===== config.mk =====
export PLATFORM = sky130hd
export DESIGN_NAME = ring
export DESIGN_NICKNAME = d
export VERILOG_FILES = /design/src/rtl/ring.sv
export SDC_FILE = /design/constraint.sdc
export NUM_CORES = 1
export LEC_CHECK = 0
export ABC_CLOCK_PERIOD_IN_PS = 2790
export BUFFER_PORTS_ARGS = -buffer_cell sky130_fd_sc_hd__buf_4
export CORE_AREA = 4 4 41 43
export CTS_CLUSTER_DIAMETER = 100
export CTS_CLUSTER_SIZE = 28
export DETAILED_ROUTE_END_ITERATION = 6
export DIE_AREA = 0 0 45 47
export PLACE_DENSITY = 0.32
export SYNTH_ARGS = -nofsm -noshare
export SYNTH_HDL_FRONTEND = slang
export SYNTH_SLANG_ARGS = --single-unit

===== constraint.sdc =====
create_clock -name clk -period 2.79 [get_ports clk]
set_clock_uncertainty 0.2 [all_clocks]
set_input_delay 0.558 -clock clk [delete_from_list [all_inputs] [get_ports clk]]
set_output_delay 0.558 -clock clk [all_outputs]
set_load 0.02 [all_outputs]

===== src/rtl/ring.sv =====
// Johnson (twisted-ring) counter with one-cycle recovery from illegal states.
// The register drives out directly; illegal patterns are detected combinationally.
module ring #(
    parameter int WIDTH = 4
) (
    input  logic             clk,
    input  logic             reset,
    output logic [WIDTH-1:0] out
);

    logic [WIDTH-1:0] cnt;
    logic [WIDTH-1:0] cnt_n;
    logic             low_fill;
    logic             high_fill;
    logic             legal;

    // 0..01..1 has no carry overlap with itself plus one; 1..10..0 is its complement.
    always_comb begin
        cnt_n     = ~cnt;
        low_fill  = ((cnt & (cnt + WIDTH'(1))) == '0);
        high_fill = ((cnt_n & (cnt_n + WIDTH'(1))) == '0);
        legal     = low_fill || high_fill;
    end

    always_ff @(posedge clk) begin
        if (reset) begin
            cnt <= '0;
        end else if (!legal) begin
            cnt <= '0;
        end else begin
            cnt <= {cnt[WIDTH-2:0], ~cnt[WIDTH-1]};
        end
    end

    assign out = cnt;

endmodule


==> results.md, run 1 <==
• **Post-CTS Resized** 0
• **startpoint of the worst-slack reg-to-reg timing path** out[2]
• **part of the Yosys area used for sequential elements** 52.0%
• **Placeable Area** 1300 µm²
• **cell chosen for the clock root** sky130_fd_sc_hd__clkbuf_4
• **worst r2r path cells** 2
• **series of cell instances along the critical path** buf_4
• **EDFF count, synth** 0
• **flip-flop count of the largest register, all copies and words added** 4
• **areal power density over the cells** 640 nW/µm²
• **leakage power** 0.0916 nW
• **number of buffers inserted by post-CTS setup repair** 0
• **arrival time reported for the critical path endpoint** 0.83 ns
• **tightest slew margin relative to the limit** 80.8%
• **initial core utilization** 11.8%
• **Worst R2R End** out[1]
• **startpoint of the lowest-slack hold path** out[2]
• **final critical delay including setup and external delays** 1.58 ns
• **cell count of the worst hold path** 2
• **gate count after technology mapping** 13
• **clock tree from TritonCTS** done
• **Mapped Area** 154 µm²
• **maximum number of pins on one net before global-route repair** 6
• **Post-CTS Hold Buffers** 0
• **critical path's largest stage delay** 0.41 ns
• **final net count** 25
• **Max stage delay cell, worst path** sky130_fd_sc_hd__dfxtp_1
• **internal reg-to-reg setup slack** 1.68 ns
• **max-cap viol count** 0
• **source-to-sink clock delay at the later pin of the worst-skew pair** 0.23 ns
• **Post-synth top flop** sky130_fd_sc_hd__dfxtp_1
• **result of the run** completed
• **global-route usage over all layers** 3.87%
• **cell types with the largest area share after synthesis** sky130_fd_sc_hd__dfxtp_1, sky130_fd_sc_hd__mux2i_1, sky130_fd_sc_hd__a2111oi_2
• **Post-Synthesis Mean Instance Area** 11.8 µm²
• **DRC Markers** 0
• **synthesis-to-layout area growth** 51.2%
• **1st-iter DRT viols** 4
• **library cell occupying the most area in the post-synthesis netlist** sky130_fd_sc_hd__dfxtp_1
• **final count of negative-setup-slack endpoints** 0
• **critical path data required time** 2.03 ns
• **crit share post-route** 56.8%
• **highest clock rate** 0.631 GHz
• **Wirelength per Cell** 8.58 µm
• **global-route wire length before repair** 455 µm
• **kind of end point of the critical path** primary output
• **number of antenna violations at the first check in global routing** 0
• **worst hold slack** 0.304 ns
• **Port Buffer Count** 5
• **path type of the worst min-delay path** flip-flop to flip-flop
• **post-CTS clock slew at the launch and capture registers of the worst setup and hold paths** 0.04 ns
• **Async S/R FF share, synth** 0%
• **yosys synthesis warning count** 0
• **most instantiated cells after synthesis** sky130_fd_sc_hd__dfxtp_1, sky130_fd_sc_hd__inv_1, sky130_fd_sc_hd__mux2i_1
• **largest vdd supply drop** 0.000229 V
• **CP startpoint kind** flip-flop
• **Horiz. Die Dim** 45 µm
• **final-report max-slew violation count** 0
• **maximum fanout encountered on the critical timing path** 5
• **setup repair after global routing missed its margin** no
• **per-cell via count in the routed design** 3.56
• **Bufs and invs on worst path** 1
• **number of H-tree levels** 1
• **cell family with most CP delay** flip-flops
• **CTS sink count** 4
• **#FFs+latches synth** 4
• **final estimated routing congestion in global placement** 0.672
• **Routed Antenna Nets** 0
• **critical path type** flip-flop to primary output
• **Final Hold Vio Count** 0
• **final wirelength** 309 µm
• **fraction of final layout cells sized beyond drive strength 1** 47.6%
• **die area** 2120 µm²
• **most numerous cell in the Yosys netlist** sky130_fd_sc_hd__dfxtp_1
• **vias in the first global route** 102
• **share of Yosys cell area claimed by the top area cell type** 52.0%
• **via count** 128
• **Std-Cell Rows** 13
• **TNS Setup** 0 ns
• **number of distinct library cells after synthesis** 8
• **Die Span Y** 47 µm
• **count of TritonRoute iterations in the first routing pass** 2
• **maximum root-to-sink buffer count** 2
• **Slew @ Worst Pin** 0.287 ns
• **endpoint with the worst hold slack** out[3]
• **Inserted Clock Buffers** 3
• **Post-Syn Nets** 15
• **GRT overflow** 0
• **number of placed I/O pins** 6
• **antenna cells** 0
[placed cells by master (no fill, tap or decap)]
cell type,instances
sky130_fd_sc_hd__inv_1,2
sky130_fd_sc_hd__a2111oi_2,1
sky130_fd_sc_hd__nor2b_2,1
sky130_fd_sc_hd__dfxtp_1,4
sky130_fd_sc_hd__nor3b_1,1
sky130_fd_sc_hd__nor3_1,1
sky130_fd_sc_hd__a2111oi_1,1
sky130_fd_sc_hd__mux2i_1,2
sky130_fd_sc_hd__clkbuf_4,3
sky130_fd_sc_hd__buf_4,5
[cell families (layout without fill, tap and decap cells)]
kind of cell,count (synthesis),in the layout,synth area share [%]
compound gates,2,2,16.3
buf+inv,2,10,4.88
flops,4,4,52.0
mux,2,2,13.0
simple gates,3,3,13.8
[how the worst max path moves through the flow]
stage,from,endpoint,slack (ns),cells after the start
after floorplan,out[3],out[3],1.55,0
after global placement,reset,out[1],1.41,2
after detailed placement,reset,out[1],1.42,2
after CTS,out[1],out[1],1.20,1
after global routing,out[3],out[3],1.15,1
final,out[1],out[1],1.21,1
[per-stage QoR]
step	std cells	cell area [µm²]	setup slack, ns	power (mW)	utilization (%)
2_1_floorplan	13	154	1.55	0.0724	-
3_3_place_gp	33	210	1.41	0.0798	16.2
5_1_grt	36	233	1.15	0.161	17.9
6_report	36	233	1.21	0.149	17.9
3_5_place_dp	33	210	1.42	0.0795	16.2
4_1_cts	36	233	1.20	0.153	17.9
[layer usage]
metal / track usage (%) / vias up / wire [µm]
li1: - / 64 / -
met2: 2.26 / 7 / 84
met4: 1.75 / 0 / 0
met3: 7.28 / 0 / 59
met5: 0 / - / 0
met1: 4.33 / 57 / 165
[cell type report]
| cell class | count | area [µm²] |
|---|---|---|
| multi-input cells | 7 | 66.3 |
| fillers | 146 | 1070 |
| inverters | 2 | 7.51 |
| repair buffers | 5 | 37.5 |
| well taps | 15 | 18.8 |
| flip-flops and latches | 4 | 80.1 |
| clock buffers | 3 | 22.5 |
[report_power, final]
part           internal, mW  switching (mW)  total, mW
combinational       0.00756         0.00736     0.0149
sequential           0.0602         0.00335     0.0635
clock                0.0480          0.0224     0.0704
total                 0.116          0.0331      0.149
(Power assumes the default switching activity.)
==> inputs of run 2 (changes only) <==
--- a/config.mk
+++ b/config.mk
@@ -5,7 +5,8 @@
 export SDC_FILE = /design/constraint.sdc
 export NUM_CORES = 1
 export LEC_CHECK = 0
-export ABC_CLOCK_PERIOD_IN_PS = 2790
+export ABC_AREA = 1
+export ABC_CLOCK_PERIOD_IN_PS = 1560
 export BUFFER_PORTS_ARGS = -buffer_cell sky130_fd_sc_hd__buf_4
 export CORE_AREA = 4 4 41 43
 export CTS_CLUSTER_DIAMETER = 100
==> constraint.sdc (replaced) <==
create_clock -name clk -period 1.56 [get_ports clk]
set_clock_uncertainty 0.2 [all_clocks]
set_input_delay 0.312 -clock clk [delete_from_list [all_inputs] [get_ports clk]]
set_output_delay 0.312 -clock clk [all_outputs]
set_load 0.02 [all_outputs]
==> results.md, run 2 <==
• **synthesis-to-layout area growth** 49.6%
• **commonest cells after routing, fill and taps aside** sky130_fd_sc_hd__buf_4, sky130_fd_sc_hd__inv_1, sky130_fd_sc_hd__nand2_1, sky130_fd_sc_hd__nor2_1, sky130_fd_sc_hd__dfxtp_1
• **endpoint with the worst hold slack** out[3]
• **critical path type** flip-flop to primary output
• **worst hold slack** 0.176 ns, -0.129 ns
• **via count** 134, +4.7%
• **cell family with most CP delay** flip-flops
• **cell chosen for the clock root** sky130_fd_sc_hd__clkbuf_4
• **combined area of the multi-input logic cells** 60.1 µm², -9.4%
• **storage element area** 80.1 µm², unchanged
• **CTS sink count** 4, unchanged
• **startpoint of the lowest-slack hold path** reset
• **critical path's largest stage delay** 0.38 ns, -0.03 ns
• **number of distinct library cells after synthesis** 6, -2
• **CP startpoint kind** flip-flop
• **Async S/R FF share, synth** 0%, unchanged
• **max-cap viol count** 0, unchanged
• **number of buffers inserted by post-CTS setup repair** 0, unchanged
• **fraction of final layout cells sized beyond drive strength 1** 42.9%, -4.8 points
• **setup repair after global routing missed its margin** no
• **count of TritonRoute iterations in the first routing pass** 2, unchanged
• **crit share post-route** 82.5%
• **Horiz. Die Dim** 45 µm, unchanged
• **GRT overflow** 0, unchanged
• **gate count after technology mapping** 20, +7
• **startpoint of the worst-slack reg-to-reg timing path** out[1]
• **1st-iter DRT viols** 1, -3
• **yosys synthesis warning count** 0, unchanged
• **global-route wire length before repair** 531 µm, +17%
• **most common cell after layout, fill and taps aside** sky130_fd_sc_hd__buf_4
• **internal reg-to-reg setup slack** 0.53 ns, -1.15 ns
• **post-CTS clock slew at the launch and capture registers of the worst setup and hold paths** 0.04 ns, about the same
• **highest clock rate** 0.777 GHz
• **antenna cells** 0, unchanged
• **clock tree from TritonCTS** done
• **cell types with the largest area share after synthesis** sky130_fd_sc_hd__dfxtp_1, sky130_fd_sc_hd__nand3_2, sky130_fd_sc_hd__inv_1
• **final net count** 32, +28%
• **EDFF count, synth** 0, unchanged
• **critical path data required time** 1.05 ns, -0.98 ns
• **maximum root-to-sink buffer count** 2, unchanged
• **final-report max-slew violation count** 0, unchanged
• **result of the run** completed
• **final estimated routing congestion in global placement** 0.701, +4.2%
• **# fillers** 155, +6.2%
• **HPWL after detailed placement** 249 µm
• **vias in the first global route** 117, +15%
• **number of placed I/O pins** 6, unchanged
• **Routed Antenna Nets** 0, unchanged
• **Bufs and invs on worst path** 1, unchanged
• **library cell occupying the most area in the post-synthesis netlist** sky130_fd_sc_hd__dfxtp_1
• **Post-Synthesis Mean Instance Area** 7.95 µm², -33%
• **number of antenna violations at the first check in global routing** 0, unchanged
• **die area** 2120 µm², unchanged
• **Post-synth top flop** sky130_fd_sc_hd__dfxtp_1
• **global-route usage over all layers** 4.27%, +0.39 points
• **Mapped Area** 159 µm², +3.3%
• **series of cell instances along the critical path** buf_4
• **Post-CTS Resized** 0, unchanged
• **part of the Yosys area used for sequential elements** 50.4%, -1.6 points
• **tightest slew margin relative to the limit** 89.6%, +8.8 points
• **flip-flop count of the largest register, all copies and words added** 4, unchanged
• **Die Span Y** 47 µm, unchanged
• **final wirelength** 298 µm, -3.6%
• **most instantiated cells after synthesis** sky130_fd_sc_hd__dfxtp_1, sky130_fd_sc_hd__inv_1, sky130_fd_sc_hd__nand2_1, sky130_fd_sc_hd__nor2_1, sky130_fd_sc_hd__nand3_2
• **leakage power** 0.114 nW, +24%
• **share of Yosys cell area claimed by the top area cell type** 50.4%, -1.6 points
• **Placeable Area** 1300 µm², unchanged
• **final count of negative-setup-slack endpoints** 0, unchanged
• **number of H-tree levels** 1, unchanged
• **Max stage delay cell, worst path** sky130_fd_sc_hd__dfxtp_1
• **path type of the worst min-delay path** input port to flip-flop
• **arrival time reported for the critical path endpoint** 0.77 ns, -0.06 ns
• **Wirelength per Cell** 6.93 µm, -19%
• **Post-CTS Hold Buffers** 0, unchanged
• **Slew @ Worst Pin** 0.156 ns, -0.132 ns
• **worst r2r path cells** 5, +3
• **Port Buffer Count** 5, unchanged
• **final critical delay including setup and external delays** 1.29 ns
• **source-to-sink clock delay at the later pin of the worst-skew pair** 0.23 ns, about the same
• **per-cell via count in the routed design** 3.12, -12%
• **Post-Syn Nets** 22, +7
• **largest vdd supply drop** 0.000393 V, +72%
• **maximum number of pins on one net before global-route repair** 5, -1
• **TNS Setup** 0 ns, unchanged
• **Inserted Clock Buffers** 3, unchanged
• **maximum fanout encountered on the critical timing path** 4, -1
• **DRC Markers** 0, unchanged
• **Final Hold Vio Count** 0, unchanged
• **Worst R2R End** out[1]
• **Std-Cell Rows** 13, unchanged
• **initial core utilization** 12.2%, +0.38 points
• **cell count of the worst hold path** 4, +2
• **#FFs+latches synth** 4, unchanged
• **kind of end point of the critical path** primary output
• **areal power density over the cells** 1220 nW/µm², +91%
-- run 2: cell types whose count changed after synthesis, sizes merged, moves of 2 or more --
cell / before / now
mux2i: 2 / 0
inv: 2 / 5
nand2: 0 / 4
nand3: 0 / 3
nor2: 0 / 4
a2111oi: 2 / 0
-- run 2: layer usage --
metal / routed length (µm) / global-route usage, %
met3: 59 / 6.13
met5: 0 / 0
met1: 140 / 5.23
met2: 98 / 2.54
met4: 0 / 3.51
-- run 2: area by class of cell --
| class | count | area share (%) |
|---|---|---|
| Inverter | 5 | 7.89 |
| Timing Repair Buffer | 5 | 15.8 |
| Sequential cell | 4 | 33.7 |
| Multi-Input combinational cell | 11 | 25.3 |
| Clock buffer | 3 | 9.47 |
| Tap cell | 15 | 7.89 |
-- run 2: power by group --
group	internal, mW	switching [mW]
Sequential	0.112	0.00789
Combinational	0.0201	0.0288
Clock	0.0856	0.0359
-- run 2: kinds of logic after synthesis --
| group | Yosys count | synth area share [%] |
|---|---|---|
| and+or+nand+nor | 11 | 37.8 |
| buffers and inverters | 5 | 11.8 |
| DFF | 4 | 50.4 |
-- run 2: worst max path at each step --
stage,start,end,slack [ns],cells past startpoint
floorplan,out[1],out[0],0.45,5
global placement,out[1],out[1],0.52,1
detailed placement,out[1],out[1],0.51,1
CTS,out[1],out[1],0.26,1
global route,out[3],out[3],0.22,1
finish,out[1],out[1],0.27,1
-- run 2: worst register-to-register path: cells and delay by family, from the launching register on --
kind                   cells  cell delay, ns
flip-flops                 1            0.38
AND/OR/NAND/NOR            4            0.28
buffers and inverters      1            0.06
-- run 2: metrics by stage --
| step | cell area, µm² | utilization, % | setup WS (ns) | instances | total power, mW |
|---|---|---|---|---|---|
| after floorplan | 159 | - | 0.445 | 20 | 0.151 |
| after global placement | 215 | 16.5 | 0.517 | 40 | 0.172 |
| after detailed placement | 215 | 16.5 | 0.512 | 40 | 0.170 |
| after CTS | 238 | 18.3 | 0.263 | 43 | 0.299 |
| after global routing | 238 | 18.3 | 0.223 | 43 | 0.316 |
| final | 238 | 18.3 | 0.274 | 43 | 0.290 |
==> inputs of run 3 (changes only) <==
--- a/config.mk
+++ b/config.mk
@@ -6,7 +6,7 @@
 export NUM_CORES = 1
 export LEC_CHECK = 0
 export ABC_AREA = 1
-export ABC_CLOCK_PERIOD_IN_PS = 1560
+export ABC_CLOCK_PERIOD_IN_PS = 1250
 export BUFFER_PORTS_ARGS = -buffer_cell sky130_fd_sc_hd__buf_4
 export CORE_AREA = 4 4 41 43
 export CTS_CLUSTER_DIAMETER = 100
==> constraint.sdc (replaced) <==
create_clock -name clk -period 1.25 [get_ports clk]
set_clock_uncertainty 0.2 [all_clocks]
set_input_delay 0.25 -clock clk [delete_from_list [all_inputs] [get_ports clk]]
set_output_delay 0.25 -clock clk [all_outputs]
set_load 0.02 [all_outputs]
==> results.md, run 3 (same netlist as run 2, synthesis figures left out) <==
• **via count** 140, +4.5%
• **commonest cells after routing, fill and taps aside** sky130_fd_sc_hd__buf_4, sky130_fd_sc_hd__inv_1, sky130_fd_sc_hd__nand2_1, sky130_fd_sc_hd__nor2_1
• **Slew @ Worst Pin** 0.117 ns, -0.0382 ns
• **fraction of final layout cells sized beyond drive strength 1** 50.0%, +7.1 points
• **series of cell instances along the critical path** buf_4
• **Bufs and invs on worst path** 1, unchanged
• **synthesis-to-layout area growth** 51.2%
• **cell chosen for the clock root** sky130_fd_sc_hd__clkbuf_4
• **per-cell via count in the routed design** 3.26, +4.5%
• **maximum fanout encountered on the critical timing path** 3, -1
• **TNS Setup** 0 ns, unchanged
• **arrival time reported for the critical path endpoint** 0.74 ns, -0.03 ns
• **Routed Antenna Nets** 0, unchanged
• **Max stage delay cell, worst path** sky130_fd_sc_hd__dfxtp_1
• **number of antenna violations at the first check in global routing** 0, unchanged
• **Final Hold Vio Count** 0, unchanged
• **antenna cells** 0, unchanged
• **tightest slew margin relative to the limit** 92.2%, +2.5 points
• **post-CTS clock slew at the launch and capture registers of the worst setup and hold paths** 0.03 ns, about the same
• **DRC Markers** 0, unchanged
• **final-report max-slew violation count** 0, unchanged
• **global-route wire length before repair** 510 µm, -4.0%
• **number of cells on the critical path** 1, unchanged
• **count of TritonRoute iterations in the first routing pass** 4, +2
• **path type of the worst min-delay path** input port to flip-flop
• **share of power burned in the clock network** 42.1%, +0.2 points
• **critical path type** flip-flop to primary output
• **1st-iter DRT viols** 4, +3
• **number of H-tree levels** 1, unchanged
• **vias in the first global route** 122, +4.3%
• **global-route usage over all layers** 3.79%, -0.47 points
• **kind of end point of the critical path** primary output
• **overall power after layout** 0.365 mW, +26%
• **maximum root-to-sink buffer count** 2, unchanged
• **number of placed I/O pins** 6, unchanged
• **highest clock rate** 0.841 GHz
• **Inserted Clock Buffers** 3, unchanged
• **initial core utilization** 12.2%, unchanged
• **logic gate share of total power** 16.8%, about the same
• **maximum number of pins on one net before global-route repair** 5, unchanged
• **HPWL after detailed placement** 285 µm, +14%
• **Port Buffer Count** 5, unchanged
• **Die Span Y** 47 µm, unchanged
• **Placeable Area** 1300 µm², unchanged
• **number of buffers inserted by post-CTS setup repair** 0, unchanged
• **final critical delay including setup and external delays** 1.19 ns
• **CTS sink count** 4, unchanged
• **Wirelength per Cell** 7.79 µm, +12%
• **CP startpoint kind** flip-flop
• **areal power density over the cells** 1520 nW/µm², +25%
• **final wirelength** 335 µm, +12%
• **cell count of the worst hold path** 4, unchanged
• **clock tree from TritonCTS** done
• **critical path's largest stage delay** 0.35 ns, -0.03 ns
• **critical path data required time** 0.80 ns, -0.25 ns
• **largest vdd supply drop** 0.000370 V, -5.7%
• **Horiz. Die Dim** 45 µm, unchanged
• **Sw Share** 25.3%, +0.30 points
• **crit share post-route** 95.1%
• **Std-Cell Rows** 13, unchanged
• **most common cell after layout, fill and taps aside** sky130_fd_sc_hd__buf_4
• **cell family with most CP delay** flip-flops
• **leakage power** 0.114 nW, +0.75%
• **die area** 2120 µm², unchanged
• **setup repair after global routing missed its margin** no
• **source-to-sink clock delay at the later pin of the worst-skew pair** 0.23 ns, about the same
• **result of the run** completed
• **Power Internal** 0.272 mW, +25%
• **net switching component of the power** 0.0924 mW, +27%
• **final estimated routing congestion in global placement** 0.679, -3.1%
• **final net count** 32, unchanged
• **GRT overflow** 0, unchanged
• **flip-flop count of the largest register, all copies and words added** 4, unchanged
• **final critical-path setup slack** 0.0608 ns, -0.213 ns
• **fraction of power consumed by sequential logic** 41.1%, about the same
• **final count of negative-setup-slack endpoints** 0, unchanged
• **max-cap viol count** 0, unchanged
• **minimum setup slack after placement** 0.222 ns, -0.291 ns
• **worst r2r path cells** 5, unchanged
run 3: cell count changes in the layout (fill, tap and decap cells not counted):
cell	before	now
sky130_fd_sc_hd__dfxtp_1	4	2
sky130_fd_sc_hd__dfxtp_2	0	2
run 3: area by class of cell:
class	count	area, µm²
sequential	4	82.6
clock buffer	3	22.5
inverter	5	18.8
tap	15	18.8
timing repair buffer	5	37.5
fill	158	1060
multi-input combinational	11	60.1
run 3: metrics by stage:
step | cells | util [%] | hold WS [ns] | cell area [µm²]
after floorplan | 20 | - | 0.243 | 159
after global placement | 40 | 16.5 | 0.270 | 215
after detailed placement | 40 | 16.5 | 0.274 | 215
after CTS | 43 | 18.3 | 0.112 | 238
after global routing | 43 | 18.5 | 0.131 | 240
final | 43 | 18.5 | 0.110 | 240
run 3: timing repair:
item	CTS	global route
setup endpoints to repair	0	2
resized for setup	0	2
hold endpoints to repair	0	0
hold buffers	0	0
run 3: path summary, 6_finish.rpt:
kind	startpoint	endpoint	slack, ns
min	reset	out[3]	0.11
min reg2reg	out[3]	out[0]	0.24
max reg2reg	out[2]	out[1]	0.25
max	out[0]	out[0]	0.06
run 3: power groups by stage:
stage / clock network [mW] / logic, mW / registers (mW)
3_3_place_gp: 0 / 0.0623 / 0.151
5_1_grt: 0.169 / 0.0675 / 0.152
4_1_cts: 0.167 / 0.0623 / 0.149
2_1_floorplan: 0 / 0.0264 / 0.162
3_5_place_dp: 0 / 0.0622 / 0.151
6_report: 0.153 / 0.0612 / 0.150
run 3: per-layer routing:
metal / vias up / global-route usage, % / wire length (µm)
met5: - / 0 / 0
met4: 0 / 5.26 / 0
met3: 0 / 1.53 / 38
met2: 5 / 3.67 / 135
met1: 60 / 5.00 / 161
li1: 75 / - / -
